[config.mk]
export PLATFORM = sky130hd
export DESIGN_NAME = ddr3_cpu_req_queue
export DESIGN_NICKNAME = d
export VERILOG_FILES = /design/src/rtl/ddr3_cpu_req_queue.sv
export SDC_FILE = /design/constraint.sdc
export NUM_CORES = 1
export LEC_CHECK = 0
export ABC_AREA = 1
export ABC_CLOCK_PERIOD_IN_PS = 5660
export CAP_MARGIN = 10
export CORE_MARGIN = 10
export CORE_UTILIZATION = 55
export CTS_BUF_LIST = sky130_fd_sc_hd__clkbuf_4
export DETAILED_ROUTE_END_ITERATION = 7
export PLACE_DENSITY = 0.82
export SYNTH_ARGS = -nofsm -noshare
export SYNTH_HDL_FRONTEND = slang
export SYNTH_SLANG_ARGS = --single-unit
[constraint.sdc]
create_clock -name i_cpu_ck -period 5.66 [get_ports i_cpu_ck]
set_input_delay 0.566 -clock i_cpu_ck [delete_from_list [all_inputs] [get_ports i_cpu_ck]]
set_output_delay 0.566 -clock i_cpu_ck [all_outputs]
set_load 0.005 [all_outputs]
[src/rtl/ddr3_cpu_req_queue.sv]
// ddr3_cpu_req_queue: buffers CPU read/write requests in a small FIFO and
// issues them one at a time to the DDR3 controller CPU port. Only one
// controller transaction is in flight at a time, so read data comes back
// in issue order.
// Optional build macro DDR3_REQ_QUEUE_STATS_EN adds saturating 16-bit
// counters o_wr_issued, o_rd_issued and o_stall_cycles.
module ddr3_cpu_req_queue #(
    parameter int unsigned ADDR_W = 27,
    parameter int unsigned DATA_W = 64,
    parameter int unsigned DEPTH  = 4
) (
    input  logic              i_cpu_ck,
    input  logic              i_cpu_reset,
    input  logic              req_valid,
    output logic              req_ready,
    input  logic              req_cmd,
    input  logic [ADDR_W-1:0] req_addr,
    input  logic [DATA_W-1:0] req_wdata,
    output logic              rsp_valid,
    output logic [DATA_W-1:0] rsp_rdata,
    output logic              mc_enable,
    output logic              mc_valid,
    output logic              mc_cmd,
    output logic [ADDR_W-1:0] mc_addr,
    output logic [DATA_W-1:0] mc_wr_data,
    input  logic              mc_data_rdy,
    input  logic [DATA_W-1:0] mc_rd_data,
    input  logic              mc_rd_data_valid
`ifdef DDR3_REQ_QUEUE_STATS_EN
    ,
    output logic [15:0]       o_wr_issued,
    output logic [15:0]       o_rd_issued,
    output logic [15:0]       o_stall_cycles
`endif
);

    localparam int unsigned PTR_W = (DEPTH > 1) ? $clog2(DEPTH) : 1;
    localparam int unsigned CNT_W = PTR_W + 1;
    localparam int unsigned ENT_W = 1 + ADDR_W + DATA_W;
    localparam logic [CNT_W-1:0] FULL_CNT = CNT_W'(DEPTH);

    typedef enum logic [1:0] {
        S_IDLE,
        S_ISSUE,
        S_HOLD,
        S_WAIT_RD
    } state_t;

    state_t              state_q, state_d;
    logic [ENT_W-1:0]    fifo_q [DEPTH];
    logic [PTR_W-1:0]    wr_ptr_q, rd_ptr_q;
    logic [CNT_W-1:0]    count_q, count_d;
    logic                req_ready_q, req_ready_d;
    logic                mc_enable_q;
    logic                mc_valid_q, mc_valid_d;
    logic                mc_cmd_q, mc_cmd_d;
    logic [ADDR_W-1:0]   mc_addr_q, mc_addr_d;
    logic [DATA_W-1:0]   mc_wr_data_q, mc_wr_data_d;
    logic                rsp_valid_q, rsp_valid_d;
    logic [DATA_W-1:0]   rsp_rdata_q, rsp_rdata_d;
    logic                push, pop, empty;
    logic                head_cmd;
    logic [ADDR_W-1:0]   head_addr;
    logic [DATA_W-1:0]   head_wdata;

    assign push  = req_valid && req_ready_q;
    assign empty = (count_q == '0);
    assign {head_cmd, head_addr, head_wdata} = fifo_q[rd_ptr_q];

    // Request storage; contents need no reset since occupancy gates use.
    always_ff @(posedge i_cpu_ck) begin
        if (push) begin
            fifo_q[wr_ptr_q] <= {req_cmd, req_addr, req_wdata};
        end
    end

    // Occupancy next-state; ready is the registered complement of full.
    always_comb begin
        count_d = count_q;
        case ({push, pop})
            2'b10:   count_d = count_q + CNT_W'(1);
            2'b01:   count_d = count_q - CNT_W'(1);
            default: count_d = count_q;
        endcase
        req_ready_d = (count_d != FULL_CNT);
    end

    // Issue FSM: controller outputs are loaded on the IDLE->ISSUE decision
    // so that they are registered yet valid exactly during ISSUE.
    always_comb begin
        state_d      = state_q;
        pop          = 1'b0;
        mc_valid_d   = 1'b0;
        mc_cmd_d     = mc_cmd_q;
        mc_addr_d    = mc_addr_q;
        mc_wr_data_d = mc_wr_data_q;
        rsp_valid_d  = 1'b0;
        rsp_rdata_d  = rsp_rdata_q;
        case (state_q)
            S_IDLE: begin
                if (!empty && mc_data_rdy) begin
                    state_d      = S_ISSUE;
                    mc_valid_d   = 1'b1;
                    mc_cmd_d     = head_cmd;
                    mc_addr_d    = head_addr;
                    mc_wr_data_d = head_wdata;
                end
            end
            S_ISSUE: begin
                pop     = 1'b1;
                state_d = mc_cmd_q ? S_HOLD : S_WAIT_RD;
            end
            S_HOLD: begin
                state_d = S_IDLE;
            end
            S_WAIT_RD: begin
                if (mc_rd_data_valid) begin
                    rsp_valid_d = 1'b1;
                    rsp_rdata_d = mc_rd_data;
                    state_d     = S_IDLE;
                end
            end
            default: state_d = S_IDLE;
        endcase
    end

    // State, pointers and all registered outputs.
    always_ff @(posedge i_cpu_ck) begin
        if (i_cpu_reset) begin
            state_q      <= S_IDLE;
            wr_ptr_q     <= '0;
            rd_ptr_q     <= '0;
            count_q      <= '0;
            req_ready_q  <= 1'b0;
            mc_enable_q  <= 1'b0;
            mc_valid_q   <= 1'b0;
            mc_cmd_q     <= 1'b0;
            mc_addr_q    <= '0;
            mc_wr_data_q <= '0;
            rsp_valid_q  <= 1'b0;
            rsp_rdata_q  <= '0;
        end else begin
            state_q      <= state_d;
            if (push) wr_ptr_q <= wr_ptr_q + PTR_W'(1);
            if (pop)  rd_ptr_q <= rd_ptr_q + PTR_W'(1);
            count_q      <= count_d;
            req_ready_q  <= req_ready_d;
            mc_enable_q  <= 1'b1;
            mc_valid_q   <= mc_valid_d;
            mc_cmd_q     <= mc_cmd_d;
            mc_addr_q    <= mc_addr_d;
            mc_wr_data_q <= mc_wr_data_d;
            rsp_valid_q  <= rsp_valid_d;
            rsp_rdata_q  <= rsp_rdata_d;
        end
    end

    assign req_ready  = req_ready_q;
    assign rsp_valid  = rsp_valid_q;
    assign rsp_rdata  = rsp_rdata_q;
    assign mc_enable  = mc_enable_q;
    assign mc_valid   = mc_valid_q;
    assign mc_cmd     = mc_cmd_q;
    assign mc_addr    = mc_addr_q;
    assign mc_wr_data = mc_wr_data_q;

`ifdef DDR3_REQ_QUEUE_STATS_EN
    logic [15:0] wr_issued_q, rd_issued_q, stall_q;

    // Saturating activity counters.
    always_ff @(posedge i_cpu_ck) begin
        if (i_cpu_reset) begin
            wr_issued_q <= '0;
            rd_issued_q <= '0;
            stall_q     <= '0;
        end else begin
            if (state_q == S_ISSUE && mc_cmd_q && wr_issued_q != '1)
                wr_issued_q <= wr_issued_q + 16'd1;
            if (state_q == S_ISSUE && !mc_cmd_q && rd_issued_q != '1)
                rd_issued_q <= rd_issued_q + 16'd1;
            if (state_q == S_IDLE && !empty && !mc_data_rdy && stall_q != '1)
                stall_q <= stall_q + 16'd1;
        end
    end

    assign o_wr_issued    = wr_issued_q;
    assign o_rd_issued    = rd_issued_q;
    assign o_stall_cycles = stall_q;
`endif

endmodule

==> results by group, run 1 <==
Run status
  • Status: finished clean

Drt
  • Via count: 16260
  • Via/cell ratio: 4.837
  • First DRT Iteration DRCs: 1172
  • Routed WL: 53.47 mm
  • Drt drc: 0
  • Antenna-violating nets left: 0
  • DR pass1 iterations: 5
  • Drt wl/cell: 15.91 µm

Critical path
  • CP Class: reg -> out
  • Critical Path, Cell by Cell: clkdlybuf4s50_1
  • Crit. End Element: output port
  • Critical R2R Launch: rd_ptr_q[0]$_SDFFE_PP0N_
  • Startpoint Class: register
  • Crit path DAT: 1910 ps
  • Max incr delay on CP: 590 ps
  • Max FO, Critical Path: 3
  • Worst r2r path cells: 7
  • CP required: 5090 ps
  • Critical Path Stages: 1
  • Buffers & Inverters on Critical Path: 1
  • RR Endpoint: mc_wr_data[42]$_SDFFE_PP0P_
  • R2r setup slk: 3280 ps
  • CP max stage cell: clkdlybuf4s50_1
  • CP top delay family: buffers and inverters

Global routing
  • Largest net degree at the start of global routing: 217
  • Vias in the first global route: 15870
  • Initial antenna violation count: 4
  • First-pass GRT wire length: 82.32 mm
  • Grt total ovfl: 0
  • GRT Total Usage: 21.71%

Yosys
  • Net Count, Synth: 2542
  • Register area share after synthesis: 66.34%
  • YS warnings: 0
  • Leading area contributor after synthesis: edfxtp_1
  • Most common cell in the netlist: nand2_1
  • Synth Flop Type: edfxtp_1
  • Mapped cell area: 21760 µm²
  • Synth top area cells: edfxtp_1, dfxtp_1, nand2_1
  • Top cell type's share of synthesized area: 50.79%
  • Netlist cell types: 22
  • Async set-or-reset flop fraction in the synthesized netlist: 0%
  • Mean Syn Cell Area: 9.161 µm²
  • #FFs+latches synth: 537
  • Commonest cells post-synth: nand2_1, nor2_1, edfxtp_1
  • Cells after synthesis: 2375
  • Post-synth EDFFs: 368

Placement
  • # port buffers: 320
  • HPWL Detailed: 33.74 mm
  • GPL Wtd Cong: 0.8050

Final layout
  • Layout fillers: 2864
  • Final nets: 2904
  • Reg area: 14440 µm²
  • Share of cells above drive strength 1: 9.120%
  • P&R area growth vs syn: 24.42%
  • Multi-input logic area: 5444 µm²
  • Fin util: 69.56%

Min path
  • Hold endpoint: fifo_q[3][4]$_DFFE_PP_
  • Hold Path Depth: 1
  • Worst hold path type: in -> reg
  • Hold Crit Start: req_wdata[4]

Clocking
  • Worst-case clock buffer depth: 3
  • CTS buffer count: 136
  • Clock latency on the worst-skew pair: 800 ps
  • CTS tree: built
  • Post-cts repair resize count: 0
  • Setup bufs post-CTS: 0
  • H-Tree Depth: 4
  • Hold-fix buffers, CTS: 0
  • Clk root buf: clkbuf_4
  • CTS sink cnt: 537
  • Clock transition at path regs: 60 ps

STA
  • Final worst-path cycle share: 43.71%
  • Slew headroom: 27.94%
  • Final setup viols: 0
  • Clock skew: 45.00 ps
  • Post-layout min period: 2474 ps
  • Final Hold Fails: 0
  • Fmax: 404.2 MHz
  • Final setup TNS: 0 ps
  • Worst-margin pin slew: 1081 ps
  • Max-slew violation count: 0
  • RSZ-0062 raised after global routing: false

Floorplanning
  • Die area: 47920 µm²
  • Ports: 321
  • Cell Rows: 72
  • Starting density of the core: 55.91%
  • Die Span X: 218.9 µm
  • Core Area: 38920 µm²
  • Die Ht: 218.9 µm

Power and ir drop
  • PwrDens: 399.4 nW/µm²
  • Leakage dissipation: 11.35 nW
  • Peak supply drop: 0.2759 mV

Flow run
  • Maxcap violations: 0
==> routing by layer <==
metal	share of wire [%]	track usage (%)
met5	0.024	0
met4	2.1	8.297
met3	7.7	5.708
met2	49	37.07
met1	41	25.85
==> placed cells by master, fill, tap and decap left out, drive strengths merged, types with 2 or more instances in the layout <==
cell	count
ha	5
o211ai	2
a21oi	71
clkbuf	220
o21ai	71
nor2	559
diode	3
nand3	4
inv	362
bufinv	2
edfxtp	368
clkdlybuf4s50	320
buf	17
nand2	652
clkinv	15
dfxtp	169
==> how the worst max path moves through the flow <==
stage	start	endpoint
5_1_grt	mc_cmd$_SDFFE_PP0P_	mc_cmd
3_3_place_gp	req_valid	fifo_q[0][52]$_DFFE_PP_
4_1_cts	mc_cmd$_SDFFE_PP0P_	mc_cmd
6_report	mc_cmd$_SDFFE_PP0P_	mc_cmd
3_5_place_dp	i_cpu_reset	mc_wr_data[2]$_SDFFE_PP0P_
2_1_floorplan	req_valid	fifo_q[0][0]$_DFFE_PP_
==> registers in the layout, indices dropped and copies added (netlist names), 2 cells and up <==
signal      cells
fifo_q        368
mc_wr_data     64
rsp_rdata      64
mc_addr        27
count_q         3
rd_ptr_q        2
state_q         2
wr_ptr_q        2
==> power breakdown <==
part,internal (mW),switching [mW]
sequential,4.59,0.272
combinational,1.10,1.52
clock,1.84,1.49
total,7.54,3.27
==> through the flow <==
step	instance area [µm²]	setup WS [ps]	power (mW)	hold slack (ps)	std cells
after floorplan	21760	543.9	6.506	439.6	2375
final	27070	3186	10.81	393.1	3361
after CTS	27040	3076	10.92	302.2	3357
after detailed placement	25240	2597	7.561	436.2	3116
after global placement	25220	2377	7.452	432.1	3115
after global routing	27070	3072	11.51	328.6	3361
==> logic make-up after synthesis <==
kind of cell | synth area share [%]
buffers and inverters | 8.873
XOR/XNOR | 0.04026
adder cells (fa/ha/maj) | 0.3795
AO/OA/AOI/OAI | 3.335
AND/OR/NAND/NOR | 21.04
flip-flops | 66.34
==> layout make-up <==
type / count / share of cell area, %
Antenna cell: 3 / 0.02773
Clock buffer: 220 / 6.101
Clock inverter: 21 / 0.5223
Timing Repair Buffer: 337 / 12.52
Sequential cell: 537 / 53.35
Multi-Input combinational cell: 1367 / 20.11
Tap cell: 518 / 2.394
Inverter: 358 / 4.982
(Power assumes the default switching activity.)
==> inputs of run 2 (changes only) <==
--- a/config.mk
+++ b/config.mk
@@ -6,7 +6,7 @@
 export NUM_CORES = 1
 export LEC_CHECK = 0
 export ABC_AREA = 1
-export ABC_CLOCK_PERIOD_IN_PS = 5660
+export ABC_CLOCK_PERIOD_IN_PS = 2600
 export CAP_MARGIN = 10
 export CORE_MARGIN = 10
 export CORE_UTILIZATION = 55
==> constraint.sdc (replaced) <==
create_clock -name i_cpu_ck -period 2.6 [get_ports i_cpu_ck]
set_input_delay 0.26 -clock i_cpu_ck [delete_from_list [all_inputs] [get_ports i_cpu_ck]]
set_output_delay 0.26 -clock i_cpu_ck [all_outputs]
set_load 0.005 [all_outputs]
==> run 2 against run 1 <==
  * Utilization increased by 1.2 points
  * Cell count increased by 1.2%
  * Setup slack got worse by 2700 ps
  * Design area increased by 1.7%
  * Via count about the same
  * Routed wire length decreased by 1.7%
  * Non-clock buffer count increased by 33
  * Critical path depth unchanged
  * Sequential share of layout area decreased by 0.87 points
  * Sequential cell count unchanged
==> results by group, run 2 (synthesized netlist as in run 1, its figures left out) <==
Run status
  • Status: finished clean

Drt
  • Drt drc: 0
  • Antenna-violating nets left: 0
  • Via count: 16270
  • Via/cell ratio: 4.782
  • Routed WL: 52.56 mm
  • First DRT Iteration DRCs: 978
  • Drt wl/cell: 15.45 µm
  • DR pass1 iterations: 5

Floorplanning
  • Die Span X: 218.9 µm
  • Cell Rows: 72
  • Die Ht: 218.9 µm
  • Ports: 321
  • Starting density of the core: 55.91%
  • Core Area: 38920 µm²
  • Die area: 47920 µm²

STA
  • Post-layout min period: 2124 ps
  • Final Hold Fails: 0
  • Hold slack: 77.09 ps
  • Worst-margin pin slew: 842.0 ps
  • Fmax: 470.8 MHz
  • Setup WS post-layout: 475.9 ps
  • Clock skew: 43.59 ps
  • RSZ-0062 raised after global routing: false
  • Final setup viols: 0
  • Slew headroom: 43.86%
  • Max-slew violation count: 0
  • Final worst-path cycle share: 81.70%

Min path
  • Hold Path Depth: 1
  • Hold Crit Start: req_wdata[6]
  • Worst hold path type: in -> reg
  • Hold endpoint: fifo_q[0][6]$_DFFE_PP_

Power and ir drop
  • Logic pwr share: 24.9%
  • Register share of total power: 44.3%
  • Clock power share: 30.8%
  • PwrDens: 858.0 nW/µm²
  • Internal cell power: 16.47 mW
  • Leakage dissipation: 11.52 nW
  • Sw Pwr: 7.145 mW
  • Net Sw Frac: 30.26%
  • Peak supply drop: 0.8127 mV

Final layout
  • Most common cell after layout, fill and taps aside: nand2_1
  • P&R area growth vs syn: 26.49%
  • Biggest register: fifo_q
  • Fin util: 70.72%
  • Reg area: 14440 µm²
  • Layout fillers: 2783
  • Commonest non-fill, non-tap cells in the layout: nand2_1, nor2_1, edfxtp_1, inv_1, clkdlybuf4s50_1
  • Final nets: 2937
  • Multi-input logic area: 5444 µm²
  • Fin cells: 3402
  • Final instance area: 27520 µm²
  • Share of cells above drive strength 1: 9.059%
  • Max reg flops: 368

Critical path
  • Crit. Startpoint: mc_cmd$_SDFFE_PP0P_
  • CP top delay family: buffers and inverters
  • CP required: 2340 ps
  • R2r setup slk: 630 ps
  • Crit path DAT: 1860 ps
  • Max incr delay on CP: 570 ps
  • Startpoint Class: register
  • Critical Path, Cell by Cell: clkdlybuf4s50_1
  • Worst r2r path cells: 8
  • CP Class: reg -> out
  • Buffers & Inverters on Critical Path: 1
  • Crit. End Element: output port
  • Critical Path Stages: 1
  • CP max stage cell: clkdlybuf4s50_1
  • Max FO, Critical Path: 3
  • RR Endpoint: req_ready$_SDFF_PP0_
  • Critical R2R Launch: state_q[0]$_SDFFE_PP0P_

Placement
  • Placed Cells: 3132
  • DP Area: 25520 µm²
  • # port buffers: 320
  • Setup slack at placement: 493.3 ps
  • GPL Wtd Cong: 0.8267
  • HPWL Detailed: 33.20 mm

Global routing
  • Grt total ovfl: 0
  • Vias in the first global route: 16140
  • Largest net degree at the start of global routing: 161
  • GRT Total Usage: 21.67%
  • First-pass GRT wire length: 81.89 mm
  • Initial antenna violation count: 7

Clocking
  • Clk root buf: clkbuf_4
  • Clock latency on the worst-skew pair: 820 ps
  • CTS buffer count: 136
  • H-Tree Depth: 4
  • Clock transition at path regs: 70 ps
  • CTS tree: built
  • CTS sink cnt: 537
  • Worst-case clock buffer depth: 3

Flow run
  • Maxcap violations: 0
run 2: changes by cell type in the layout (fill, tap and decap cells not counted), sizes merged:
cell / delta
bufinv: +2
dlygate4sd3: +18
clkbuf: -17
clkinv: +23
buf: +15
run 2: worst max-delay path by stage:
stage | to | slack, ps
final | mc_cmd | 480
after global routing | mc_cmd | 360
after CTS | mc_cmd | 380
after detailed placement | req_ready$_SDFF_PP0_ | 490
after global placement | req_ready$_SDFF_PP0_ | 490
after floorplan | fifo_q[2][0]$_DFFE_PP_ | -810
run 2: worst reg2reg max path: stages (launching register included):
cell and delay, ps:
dfxtp_1 410, inv_1 80, nor2_1 240, ha_1 230, inv_1 70, fa_1 410
o21ai_0 240, nor2_1 90, a21oi_1 150
run 2: final cells by class:
type                       count  area share (%)
clock inverter                46           1.037
clock buffer                 203           5.537
tap                          518           2.355
antenna                        3         0.02728
timing repair buffer         370           13.89
inverter                     358           4.896
sequential                   537           52.47
multi-input combinational   1367           19.78
run 2: what timing repair did:
item	in CTS	in global routing
buffers inserted	0	0
endpoints found under the hold margin	58	0
resized for setup	0	0
hold buffers	18	0
endpoints found under the setup margin	0	0
run 2: power groups by stage:
| stage | clock (mW) | sequential [mW] | combinational [mW] |
|---|---|---|---|
| final | 7.28 | 10.5 | 5.87 |
| after floorplan | 0 | 10.6 | 3.57 |
| after CTS | 7.49 | 10.5 | 5.93 |
| after global placement | 0 | 10.6 | 5.65 |
| after detailed placement | 0 | 10.6 | 5.85 |
| after global routing | 7.97 | 10.5 | 6.69 |
run 2: routing by layer:
layer / part of all wire, % / vias to the layer above / global-route usage [%]
li1: - / 8130 / -
met1: 39 / 7459 / 24.70
met2: 49 / 564 / 37.35
met3: 8.8 / 107 / 6.602
met4: 2.2 / 10 / 8.872
met5: 0.12 / - / 0
run 2: per-stage QoR:
step	TNS, ps	power, mW
4_1_cts	0	23.89
3_5_place_dp	0	16.48
5_1_grt	0	25.20
3_3_place_gp	0	16.25
2_1_floorplan	-292710	14.15
6_report	0	23.61
==> inputs of run 3 (changes only) <==
--- a/config.mk
+++ b/config.mk
@@ -6,7 +6,7 @@
 export NUM_CORES = 1
 export LEC_CHECK = 0
 export ABC_AREA = 1
-export ABC_CLOCK_PERIOD_IN_PS = 2600
+export ABC_CLOCK_PERIOD_IN_PS = 2180
 export CAP_MARGIN = 10
 export CORE_MARGIN = 10
 export CORE_UTILIZATION = 55
==> constraint.sdc (replaced) <==
create_clock -name i_cpu_ck -period 2.18 [get_ports i_cpu_ck]
set_input_delay 0.218 -clock i_cpu_ck [delete_from_list [all_inputs] [get_ports i_cpu_ck]]
set_output_delay 0.218 -clock i_cpu_ck [all_outputs]
set_load 0.005 [all_outputs]
==> run 3 against run 2 <==
  * Clock-buffer cell count is 6 higher
  * Largest cell class unchanged
  * Clock skew is 5.2 ps higher
  * Via count is 3.2% higher
  * Combinational power is 26% higher
==> results by group, run 3 (synthesized netlist as in run 1, its figures left out) <==
Final layout
  • P&R area growth vs syn: 28.59%
  • Reg area: 14440 µm²
  • Commonest non-fill, non-tap cells in the layout: nand2_1, nor2_1, edfxtp_1, inv_1, clkdlybuf4s50_1
  • Biggest register: fifo_q
  • Final nets: 2980
  • Share of cells above drive strength 1: 9.131%
  • Final instance area: 27980 µm²
  • Multi-input logic area: 5451 µm²
  • Layout fillers: 2644
  • Most common cell after layout, fill and taps aside: nand2_1
  • Max reg flops: 368

Critical path
  • CP Class: reg -> out
  • Max FO, Critical Path: 3
  • CP top delay family: buffers and inverters
  • Startpoint Class: register
  • Max incr delay on CP: 590 ps
  • CP max stage cell: clkdlybuf4s50_1
  • Crit path DAT: 1790 ps
  • Crit. End Element: output port
  • CP required: 1960 ps
  • Critical Path, Cell by Cell: clkdlybuf4s50_1
  • Buffers & Inverters on Critical Path: 1

Global routing
  • Initial antenna violation count: 10
  • Largest net degree at the start of global routing: 116
  • First-pass GRT wire length: 85.63 mm
  • Vias in the first global route: 16720
  • GRT Total Usage: 22.63%
  • Grt total ovfl: 0

STA
  • Final worst-path cycle share: 91.92%
  • Fmax: 499.0 MHz
  • Final Hold Fails: 0
  • Hold slack: 73.46 ps
  • Max-slew violation count: 0
  • Post-layout min period: 2004 ps
  • RSZ-0062 raised after global routing: false
  • Final setup TNS: 0 ps
  • Slew headroom: 64.86%
  • Final setup viols: 0
  • Worst-margin pin slew: 527.1 ps
  • Clock skew: 48.79 ps

Floorplanning
  • Die area: 47920 µm²
  • Die Ht: 218.9 µm
  • Cell Rows: 72
  • Die Span X: 218.9 µm
  • Ports: 321
  • Starting density of the core: 55.91%
  • Core Area: 38920 µm²

Drt
  • Drt drc: 0
  • Via/cell ratio: 4.880
  • Antenna-violating nets left: 0
  • First DRT Iteration DRCs: 1184
  • DR pass1 iterations: 5
  • Routed WL: 55.56 mm
  • Via count: 16790
  • Drt wl/cell: 16.15 µm

Clocking
  • Post-cts repair resize count: 0
  • Clock transition at path regs: 60 ps
  • Clock latency on the worst-skew pair: 820 ps
  • Setup bufs post-CTS: 0
  • H-Tree Depth: 4
  • Clk root buf: clkbuf_4
  • CTS sink cnt: 537
  • Worst-case clock buffer depth: 3
  • CTS tree: built
  • CTS buffer count: 140

Run status
  • Status: finished clean

Power and ir drop
  • Leakage dissipation: 11.71 nW
  • Total power: 28.45 mW
  • PwrDens: 1017 nW/µm²
  • Peak supply drop: 0.7531 mV

Placement
  • HPWL Detailed: 34.47 mm
  • # port buffers: 320
  • GPL Wtd Cong: 0.8060
  • DP Area: 25570 µm²

Flow run
  • Maxcap violations: 0

Min path
  • Worst hold path type: in -> reg
-- run 3: cell count changes in the layout (fill, tap and decap cells not counted), moves of 5 or more --
cell / delta
clkinv_1: -11
diode_2: +6
clkbuf_4: +6
buf_4: -9
dlygate4sd3_1: +43
buf_12: +5
-- run 3: layout make-up --
class                           count  share of cell area, %
Inverter                          358                  4.821
Clock buffer                      209                  5.608
Multi-Input combinational cell   1367                  19.48
Sequential cell                   537                  51.62
Tap cell                          518                  2.316
Clock inverter                     33                 0.7468
Antenna cell                        9                0.08049
Timing Repair Buffer              409                  15.32
-- run 3: what timing repair did --
item | CTS | global route
endpoints found under the hold margin | 155 | 0
setup endpoints to repair | 0 | 0
hold buffers | 61 | 0
-- run 3: layer usage --
metal | GRT usage [%] | routed length, µm | vias up
li1 | - | - | 8235
met1 | 26.26 | 22160 | 7778
met2 | 38.23 | 26880 | 664
met3 | 7.043 | 5094 | 108
met4 | 9.492 | 1411 | 2
met5 | 0 | 16 | -
-- run 3: through the flow --
step | std cells | util (%) | setup slack, ps
after floorplan | 2375 | - | -150.5
after global placement | 3128 | 65.70 | 76.27
after detailed placement | 3128 | 65.70 | 50.59
after CTS | 3431 | 71.84 | 88.87
after global routing | 3438 | 71.88 | 86.47
final | 3440 | 71.89 | 176.1
-- run 3: final timing paths --
path | start | end | slack [ps] | cells past startpoint
max | mc_cmd$_SDFFE_PP0P_ | mc_cmd | 180 | 1
min | mc_rd_data[62] | rsp_rdata[62]$_SDFFE_PP0P_ | 70 | 3
max reg2reg | state_q[0]$_SDFFE_PP0P_ | req_ready$_SDFF_PP0_ | 240 | 8
min reg2reg | rsp_rdata[50]$_SDFFE_PP0P_ | rsp_rdata[50]$_SDFFE_PP0P_ | 440 | 2
-- run 3: report_power, final --
group          switching [mW]  internal (mW)
logic                    4.26           3.11
registers               0.543           11.9
clock network            3.89           4.72
total                    8.69           19.8
==> RTL edit (flow settings as in run 3) <==
Take the reset off `mc_addr_q` and load it in a clocked block of its own.
--- a/src/rtl/ddr3_cpu_req_queue.sv
+++ b/src/rtl/ddr3_cpu_req_queue.sv
@@ -137,3 +137,2 @@
             mc_cmd_q     <= 1'b0;
-            mc_addr_q    <= '0;
             mc_wr_data_q <= '0;
@@ -150,3 +149,2 @@
             mc_cmd_q     <= mc_cmd_d;
-            mc_addr_q    <= mc_addr_d;
             mc_wr_data_q <= mc_wr_data_d;
@@ -155,2 +153,6 @@
         end
+    end
+
+    always_ff @(posedge i_cpu_ck) begin
+        mc_addr_q <= mc_addr_d;
     end
Check against the original RTL: differs if i_cpu_reset is asserted again (counterexample within 4 cycles, from zero or initial values and one cycle with i_cpu_reset high); with i_cpu_reset held inactive, the same outputs for 4 cycles.
==> RTL edit against run 3 <==
  * Count of clock-buffer cells in the layout fell by 19
  * Global-route usage decreased by 0.41 points
  * Register-to-register slack improved by 0.02 ns
  * Non-clock buffer count decreased by 26
  * Worst setup slack worse by 0.0062 ns
  * Area after synthesis down 7.0%
  * Critical path depth unchanged
  * Sequential cell count up 2
  * Final area decreased by 7.1%
  * Sequential share of layout area is 5.2 points higher
  * Power down 4.7%
  * Wire length fell by 9.0%
  * Clock skew grew 0.011 ns
==> RTL edit: results <==
group,metric,value,unit
status,status,"completed",
clock_network,cts_inserted_buffers,133,
placed_design,post_dp_cell_area,24100,sq um
global_routing,grt_pass1_wl,77700,microns
logic_synthesis,postSynthCellCount,1817,
global_routing,grt_pass1_vias,14600,
hold_path,hp-start,"req_wdata[59]",
power,sw_frac_of_total,29.3,%
logic_synthesis,synth_common_cells,"nand2_1 (400), edfxtp_1 (395), nor2_1 (261)",
placed_design,place_ws,0.188,ns
global_routing,grt_use_total,22.2,%
layout,drive_above_1_share,11.3,%
logic_synthesis,syn_nets,1984,
global_routing,grt_max_degree,119,
critical_path,path_max_fanout,2,
critical_path,critPathTopFamily,"buffers and inverters",
critical_path,regToRegSetupSlack,0.26,ns
placed_design,dp_cells,2542,
route,drt-vias-per-instance,5.18,
logic_synthesis,yosysSeqAreaShare,72.9,%
logic_synthesis,synth.top_cells.by_area,"edfxtp_1 (59%), dfxtp_1 (14%), nand2_1 (7.4%), nor2_1 (4.8%), o21ai_0 (3.5%)",
hold_path,holdPathEnd,"fifo_q[1][59]",
power,leakagePower,9.62,nW
route,routedWlPerCell,18.1,microns
logic_synthesis,yosys_warnings,0,
sta,worst_pin_slew,0.624,ns
layout,final_cells,2796,
route,first_iter_violations,1280,
logic_synthesis,ys_types,23,
sta,whs,0.0588,ns
global_routing,antenna_found_initial,2,
power,irDropWorstVdd,0.000692,V
hold_path,hold_path_depth,1,
placed_design,dp_hpwl,32400,microns
sta,skew,0.0596,ns
logic_synthesis,synth_edf_count,395,
placed_design,place.gp.congestion,0.896,
layout,nets,2399,
route,dr.pass1.iters,7,
critical_path,slowest_delay,0.55,ns
[RTL edit: routing by layer]
layer,share of wire [%],GRT usage (%),vias up
met5,0,0,-
met4,2.7,9.65,0
met3,7.1,5.56,90
met2,51,38.6,577
met1,39,25.5,6839
li1,-,-,6981
[RTL edit: what timing repair did]
action,CTS,global route
resized for setup,0,1
endpoints found under the hold margin,64,0
endpoints found under the setup margin,0,1
hold buffers,23,0
[RTL edit: logic make-up after synthesis]
kind of cell,synth area share [%]
xor+xnor,0.0866
flops,72.9
simple gates,12.4
fa+ha+maj,0.408
compound gates,8.88
buf+inv,5.33
[RTL edit: power groups by stage]
| stage | registers (mW) | clock network (mW) | logic, mW |
|---|---|---|---|
| after floorplan | 12.7 | 0 | 3.53 |
| after global placement | 12.8 | 0 | 6.12 |
| after detailed placement | 12.8 | 0 | 6.31 |
| after CTS | 12.6 | 8.36 | 6.40 |
| after global routing | 12.7 | 8.92 | 7.10 |
| final | 12.6 | 8.14 | 6.36 |
[RTL edit: how the worst max path moves through the flow]
| stage | start | slack [ns] | end | depth (start not counted) |
|---|---|---|---|---|
| floorplan | wr_ptr_q[0] | -0.15 | fifo_q[2][0] | 4 |
| global placement | req_valid | 0.18 | req_ready | 8 |
| detailed placement | req_valid | 0.19 | req_ready | 8 |
| CTS | mc_wr_data[5] | 0.08 | mc_wr_data[5] | 1 |
| global route | mc_wr_data[5] | 0.06 | mc_wr_data[5] | 1 |
| finish | mc_wr_data[5] | 0.17 | mc_wr_data[5] | 1 |
[RTL edit: final cells by class]
class                   instances  area, sq um
clock buffers                 190         1430
repair buffers                383         3930
flip-flops and latches        539        14800
fillers                      2376        10500
diodes                          2         5.00
multi-input cells            1026         4470
well taps                     468          586
inverters                     149          567
clock inverters                39          240
